[src/rtl/spi_target_regs.sv]
// SPI mode-0 target with a 16x8 register file, oversampled in the clk domain.
// Writes drive the LEDs and a strobe port; the top register reads live status.
module spi_target_regs #(
  parameter int ADDR_W      = 4,
  parameter int SYNC_STAGES = 2
) (
  input  logic              clk,
  input  logic              rst,
  input  logic              sck,
  input  logic              cs_n,
  input  logic              mosi,
  output logic              miso,
  output logic              miso_oe,
  input  logic [7:0]        status,
  output logic              wr_stb,
  output logic [ADDR_W-1:0] wr_addr,
  output logic [7:0]        wr_data,
  output logic [2:0]        led
);

  localparam int NREG = 1 << ADDR_W;

  typedef enum logic [1:0] {
    IDLE,
    CMD,
    DATA
  } state_e;

  state_e state_q, state_d;

  logic [SYNC_STAGES-1:0] sck_sync_q;
  logic [SYNC_STAGES-1:0] cs_sync_q;
  logic [SYNC_STAGES-1:0] mosi_sync_q;
  logic                   sck_dly_q;
  logic                   cs_dly_q;

  logic sck_s, cs_s, mosi_s;
  logic sck_rise, sck_fall;
  logic cs_fall, cs_rise;

  logic [2:0]        bit_cnt_q, bit_cnt_d;
  logic [6:0]        rx_q, rx_d;
  logic [7:0]        rx_next;
  logic [7:0]        tx_q, tx_d;
  logic [ADDR_W-1:0] addr_q, addr_d;
  logic [ADDR_W-1:0] addr_inc, cmd_addr;
  logic              wr_mode_q, wr_mode_d;
  logic              miso_q, miso_d;
  logic              oe_q, oe_d;
  logic              stb_q;
  logic [ADDR_W-1:0] wr_addr_q, wr_addr_d;
  logic [7:0]        wr_data_q, wr_data_d;
  logic              reg_we;
  logic [7:0]        rd_cmd, rd_next;
  logic [7:0]        regs_q [NREG];

  // cs sync resets to "selected" so a frame in progress at reset
  // release is ignored until cs_n is seen high and then low again.
  always_ff @(posedge clk or negedge rst) begin
    if (!rst) begin
      sck_sync_q  <= '0;
      cs_sync_q   <= '0;
      mosi_sync_q <= '0;
      sck_dly_q   <= 1'b0;
      cs_dly_q    <= 1'b0;
    end else begin
      sck_sync_q  <= {sck_sync_q[SYNC_STAGES-2:0], sck};
      cs_sync_q   <= {cs_sync_q[SYNC_STAGES-2:0], cs_n};
      mosi_sync_q <= {mosi_sync_q[SYNC_STAGES-2:0], mosi};
      sck_dly_q   <= sck_s;
      cs_dly_q    <= cs_s;
    end
  end

  assign sck_s    = sck_sync_q[SYNC_STAGES-1];
  assign cs_s     = cs_sync_q[SYNC_STAGES-1];
  assign mosi_s   = mosi_sync_q[SYNC_STAGES-1];
  assign sck_rise = sck_s & ~sck_dly_q;
  assign sck_fall = ~sck_s & sck_dly_q;
  assign cs_fall  = ~cs_s & cs_dly_q;
  assign cs_rise  = cs_s & ~cs_dly_q;

  assign rx_next  = {rx_q, mosi_s};
  assign cmd_addr = rx_next[ADDR_W-1:0];
  assign addr_inc = addr_q + ADDR_W'(1);

  assign rd_cmd  = (cmd_addr == '1) ? status : regs_q[cmd_addr];
  assign rd_next = (addr_inc == '1) ? status : regs_q[addr_inc];

  always_comb begin
    state_d   = state_q;
    bit_cnt_d = bit_cnt_q;
    rx_d      = rx_q;
    tx_d      = tx_q;
    addr_d    = addr_q;
    wr_mode_d = wr_mode_q;
    miso_d    = miso_q;
    oe_d      = oe_q;
    wr_addr_d = wr_addr_q;
    wr_data_d = wr_data_q;
    reg_we    = 1'b0;
    case (state_q)
      IDLE: begin
        if (cs_rise) begin
          oe_d = 1'b0;
        end else if (cs_fall) begin
          state_d   = CMD;
          bit_cnt_d = '0;
          tx_d      = '0;
          miso_d    = 1'b0;
          oe_d      = 1'b1;
        end
      end
      CMD, DATA: begin
        if (cs_rise) begin
          state_d = IDLE;
          oe_d    = 1'b0;
        end else if (sck_rise) begin
          rx_d      = rx_next[6:0];
          bit_cnt_d = bit_cnt_q + 3'd1;
          if (bit_cnt_q == 3'd7) begin
            if (state_q == CMD) begin
              state_d   = DATA;
              wr_mode_d = rx_next[7];
              addr_d    = cmd_addr;
              tx_d      = rd_cmd;
            end else begin
              if (wr_mode_q && (addr_q != '1)) begin
                reg_we    = 1'b1;
                wr_addr_d = addr_q;
                wr_data_d = rx_next;
              end
              addr_d = addr_inc;
              tx_d   = rd_next;
            end
          end
        end else if (sck_fall) begin
          miso_d = tx_q[7];
          tx_d   = {tx_q[6:0], 1'b0};
        end
      end
      default: state_d = IDLE;
    endcase
  end

  always_ff @(posedge clk or negedge rst) begin
    if (!rst) begin
      state_q   <= IDLE;
      bit_cnt_q <= '0;
      rx_q      <= '0;
      tx_q      <= '0;
      addr_q    <= '0;
      wr_mode_q <= 1'b0;
      miso_q    <= 1'b0;
      oe_q      <= 1'b0;
      stb_q     <= 1'b0;
      wr_addr_q <= '0;
      wr_data_q <= '0;
    end else begin
      state_q   <= state_d;
      bit_cnt_q <= bit_cnt_d;
      rx_q      <= rx_d;
      tx_q      <= tx_d;
      addr_q    <= addr_d;
      wr_mode_q <= wr_mode_d;
      miso_q    <= miso_d;
      oe_q      <= oe_d;
      stb_q     <= reg_we;
      wr_addr_q <= wr_addr_d;
      wr_data_q <= wr_data_d;
    end
  end

  always_ff @(posedge clk or negedge rst) begin
    if (!rst) begin
      for (int i = 0; i < NREG; i++) begin
        regs_q[i] <= '0;
      end
    end else if (reg_we) begin
      regs_q[addr_q] <= rx_next;
    end
  end

  assign miso    = miso_q;
  assign miso_oe = oe_q;
  assign wr_stb  = stb_q;
  assign wr_addr = wr_addr_q;
  assign wr_data = wr_data_q;
  assign led     = regs_q[0][2:0];

endmodule

[config.mk]
export PLATFORM = sky130hd
export DESIGN_NAME = spi_target_regs
export DESIGN_NICKNAME = d
export VERILOG_FILES = /design/src/rtl/spi_target_regs.sv
export SDC_FILE = /design/constraint.sdc
export NUM_CORES = 1
export LEC_CHECK = 0
export ABC_CLOCK_PERIOD_IN_PS = 6950
export BUFFER_PORTS_ARGS = -buffer_cell sky130_fd_sc_hd__buf_4
export CAP_MARGIN = 0
export CORE_MARGIN = 1.5
export CORE_UTILIZATION = 45
export CTS_CLUSTER_SIZE = 30
export DETAILED_ROUTE_END_ITERATION = 12
export PLACE_DENSITY = 0.62
export SYNTH_ARGS = -nofsm -noshare
export SYNTH_HDL_FRONTEND = slang
export SYNTH_SLANG_ARGS = --single-unit
[constraint.sdc]
create_clock -name clk -period 6.95 [get_ports clk]
set_input_delay 0.3475 -clock clk [delete_from_list [all_inputs] [get_ports clk]]
set_output_delay 0.3475 -clock clk [all_outputs]
set_load 0.01 [all_outputs]
# == After elaboration in Yosys (flattened, before gate mapping) ==
# Cells that the tools add are included.
# op_classes
add_sub_neg,2
order_cmp,4
n_eq_ne,19
muxes,48
n_bitwise,13
n_reduce_logical,14
# ops
op,n
128-bit bitwise mux,1
8-bit two-way mux,14
8-bit binary-select mux with 4-bit select,2
8-bit demux with 4-bit select,1
"3-bit != test, second input constant",6
6-bit AND reduction,3
8-bit case mux with 2 select lines,1
"5-bit >= comparator, second input constant",3
4-bit NOT with 5-bit output,3
5-bit AND reduction,3
1-bit two-way mux,14
"2-bit != test, second input constant",7
2-bit two-way mux,6
3-bit two-way mux,4
"4-bit == test, second input constant",2
1-bit NOT,6
3-bit case mux with 2 select lines,1
3-bit AND reduction,2
"5-bit by 1-bit less-than comparator with 1-bit output, second input constant",1
"4-bit by 1-bit adder with 4-bit output, second input constant",1
1-bit AND,4
4-bit two-way mux,1
"4-bit != test, second input constant",1
1-bit case mux with 2 select lines,2
other kinds (10),11
# totals
register_bits,176
output_inout_bits,18
word_cells,132

# == Longest topological paths before layout ==
# depth
word_depth,11
mapped_depth,13

# == Worst setup path after synthesis ==
# No wires, ideal clock.
# synth_timing
path_kind,reg-to-reg
start,register addr_q[0]
end,register tx_q[2]
setup_time_ns,0.126
t_arrival_ns,2.642
required_ns,6.824
slack_ns,4.182
path_stages_with_launch,12
n_path_buf,5
cell_sequence,dfrtp_1 buf_6 buf_4 buf_2 inv_1 ha_1 buf_2 buf_2 mux4_2 a211oi_1 nor3_1 a221o_1
# synth_between
elab_chain_len,11
elab_cells_between_ends,12
# synth_lines
item,line_no,source
start: declaration,45,"logic [ADDR_W-1:0] addr_q, addr_d;"
start signal: assignment,164,addr_q <= addr_d;
4-bit by 1-bit adder with 4-bit output *,85,assign addr_inc = addr_q + ADDR_W'(1);
4-bit NOT with 5-bit output (not written as such),88,assign rd_next = (addr_inc == '1) ? status : regs_q[addr_inc];
8-bit binary-select mux with 4-bit select,88,
8-bit two-way mux (not written as such) (2 in a row),88,
8-bit two-way mux *,88,
8-bit two-way mux *,122,if (state_q == CMD) begin
8-bit two-way mux *,121,if (bit_cnt_q == 3'd7) begin
8-bit two-way mux *,118,end else if (sck_rise) begin
8-bit two-way mux *,115,if (cs_rise) begin
8-bit case mux with 2 select lines *,102,case (state_q)
end signal: assignment,163,tx_q <= tx_d;
end: declaration,44,"logic [7:0] tx_q, tx_d;"
# Every way passes the cells marked *; elsewhere a longest branch is shown, timed or not. The select of a mux whose other input is x is not followed.
# A chain may end at the register's enable or synchronous reset.

# == Final worst setup path ==
# Same ends and word-level chain as after synthesis.

==> qor.yml <==
rsz0062_at_grt: "false"
drive_gt1_frac: 0.340
cp.depth: 9
finClkSkew_ns: 0.00901
crit_path_max_fanout: 38
place_congestion: 0.826
min_path_type: "in2async"
cp_cell_sequence: "buf_4, inv_1, ha_2, buf_4, mux4_2, nor2b_1, a211oi_1, nor3_1, a221o_1"
ys_async_sr_fraction: 1.00
p_total_w: 0.00260
nets: 784
tightestPinTransition_ns: 1.14
synthToLayoutAreaGrowth_pct: 9.77
synth_area_um2: 9360
dp.cells: 1007
max_clock_freq_mhz: 277
die_area_um2: 21700
irDropWorstVdd_mv: 0.176
die_w_um: 147
fp-row-count: 52
seq_area_frac_synth: 0.471
routed_wl_um: 22500
synth_top_cell_by_area: "dfrtp_1"
dr.pass1.iters: 5
final_util: 0.506
ys_types: 56
worstSetupPathType: "reg2reg"
wl_per_cell_um: 21.7
diodes: 0
report.final.slew_viol_count: 0
tritoncts: "yes"
fin_cells: 1040
postSynthCellCount: 759
synth_seq_cells: 176
drv_cap: 0
hold_violations: 8
synth_edf_count: 0
fin_hold_ws_ns: -0.0260
power.density_nw_per_um2: 253
initial_core_util: 0.461
grt_antenna_before_repair: 0
start_kind: "flip-flop"
clock_latency_ns: 0.43
power.leakage_nw: 4.70
synth_warnings: 0
htree_levels: 4
dp_hpwl_um: 14800
core_um2: 20300
grt.overflow.total: 0
routed_via_density: 6.00
ioPinCount: 31
cts_buffers: 17
cp_common_cell: "buf_4"
vias: 6235
clock_sinks: 176
grt_pass1_wl_um: 36400
fin_crit_ns: 3.61
cp_top_family: "buffers and inverters"
cp_slowest_cell: "ha_2"
slowest_delay_ns: 0.68
status: "finished, violations left"
clkTransAtPathRegs_ns: 0.07
first_iter_violations: 421
violations: "hold timing"
die_h_um: 147
synth_area_leaders: "dfrtp_1 47%, mux2_2 16%, mux4_2 7.9%"
r2r_cells: 9
io_buffer_count: 30
clock_path_buffers: 2
grt_pass1_vias: 6392
cp.required_ns: 7.27
ant_nets: 0
root_buffer: "clkbuf_16"
crit_buf_inv: 3
synth_top_area_frac: 0.471
grt_max_degree: 91
setup_viol: 0
syn_nets: 786
setup_tns_ns: 0
fillCellCount: 1770
synthFlopType: "dfrtp_1"
end_kind: "flip-flop"
rrSetupSlack_ns: 3.34
cp_data_arrival_time_ns: 3.93
rr_startpoint: "addr_q[0]"
slew_headroom: 0.238
syn-mean-instance-area_um2: 12.3
r2r-end: "tx_q[2]"
post-route-period-util: 0.520
route.detailed.drc: 0
track_usage: 0.218
-- cells by family (layout without fill, tap and decap cells) --
group,Yosys count,in the layout,share of synthesized area
buffers and inverters,80,91,0.0405
XOR/XNOR,2,2,0.00267
AND/OR/NAND/NOR,151,151,0.0882
adder cells (fa/ha/maj),14,14,0.0187
multiplexers,214,214,0.291
flip-flops,176,176,0.471
AO/OA/AOI/OAI,122,122,0.0880
-- metal layers --
layer,up-vias,share of wire,track usage
met5,-,0,0
met4,0,0.013,0.0635
met3,28,0.034,0.0363
met2,142,0.47,0.339
met1,3297,0.48,0.316
li1,2768,-,-
-- power breakdown --
| part | internal [W] | switching [W] |
|---|---|---|
| registers | 0.00106 | 0.000105 |
| clock network | 0.000528 | 0.000402 |
| logic | 0.000193 | 0.000314 |
| total | 0.00178 | 0.000822 |
-- sequential cells by signal, indices dropped and copies added, names as in the netlist, 3 cells and up --
register	cells
regs_q	125
tx_q	8
wr_data	8
rx_q	7
addr_q	4
wr_addr	4
bit_cnt_q	3
led	3
-- cell type report --
cell class                      count  area (µm²)  area share
Inverter                           16        60.1     0.00585
Tap cell                          270         338      0.0329
Timing Repair Buffer               43         329      0.0320
Clock buffer                       22         444      0.0432
Multi-Input combinational cell    503        4580       0.446
Sequential cell                   176        4410       0.429
Clock inverter                     10         115      0.0112
-- placed cells by master, fill, tap and decap left out, types with 3 or more instances in the layout --
cell type   count
a311o_1         6
mux2i_1        45
inv_1          16
mux4_2         33
o211ai_1        8
dfrtp_1       174
a21oi_1        29
mux2_2        130
o21ai_0        15
o21ai_1         6
nand3_1         4
nor2_1         28
mux2_1          6
clkinv_2        3
clkinvlp_4      3
nor3_1          7
ha_1           13
a22oi_1         7
clkbuf_1        5
a211oi_1       14
clkbuf_16      17
o22ai_1        11
nand2b_1       14
nand2_1        51
nor3_4          3
a22o_1          5
nand2_2        15
nor2b_1        13
buf_4          41
a221oi_1        7
-- metrics by stage --
stage                     cell area [µm²]  setup WS [ns]  hold WS [ns]
after floorplan                      9360           4.18        0.0519
after global placement               9700           3.36         0.335
after detailed placement             9700           3.29         0.335
after CTS                           10300           3.29       0.00455
after global routing                10300           3.08       0.00909
final                               10300           3.34       -0.0260
-- what timing repair did --
action	in CTS	in global routing
hold endpoints to repair	1	0
hold buffers	1	0
buffers inserted	0	0
gates resized for setup	0	0
endpoints found under the setup margin	0	0
-- Yosys cell counts, types with 2 or more instances --
cell	number
nand2b_1	14
buf_4	10
o21ai_1	6
nor2_1	28
and2_1	2
o211ai_1	8
buf_1	2
dfrtp_1	176
nor3_4	3
a2111oi_0	2
a221oi_1	7
nand3_1	4
nand3b_1	2
mux2_2	130
nand2_2	15
clkbuf_1	34
inv_1	16
nor3b_1	2
a21oi_1	29
o21ai_0	15
mux2i_1	45
a311o_1	6
buf_2	15
nor3_1	7
a211oi_1	14
nand2_1	51
mux4_2	33
o22a_1	2
nor3b_4	2
buf_6	3
nor2b_1	13
a22oi_1	7
ha_1	14
mux2_1	6
o22ai_1	11
a22o_1	5
-- worst max-delay path by stage --
stage,start,end,slack [ns]
6_report,addr_q[0],tx_q[2],3.34
5_1_grt,addr_q[0],tx_q[2],3.08
4_1_cts,addr_q[0],tx_q[2],3.29
3_5_place_dp,addr_q[0],tx_q[2],3.29
3_3_place_gp,addr_q[0],tx_q[2],3.36
2_1_floorplan,addr_q[0],tx_q[2],4.18
Note: power is estimated with default switching activity, not from simulation.
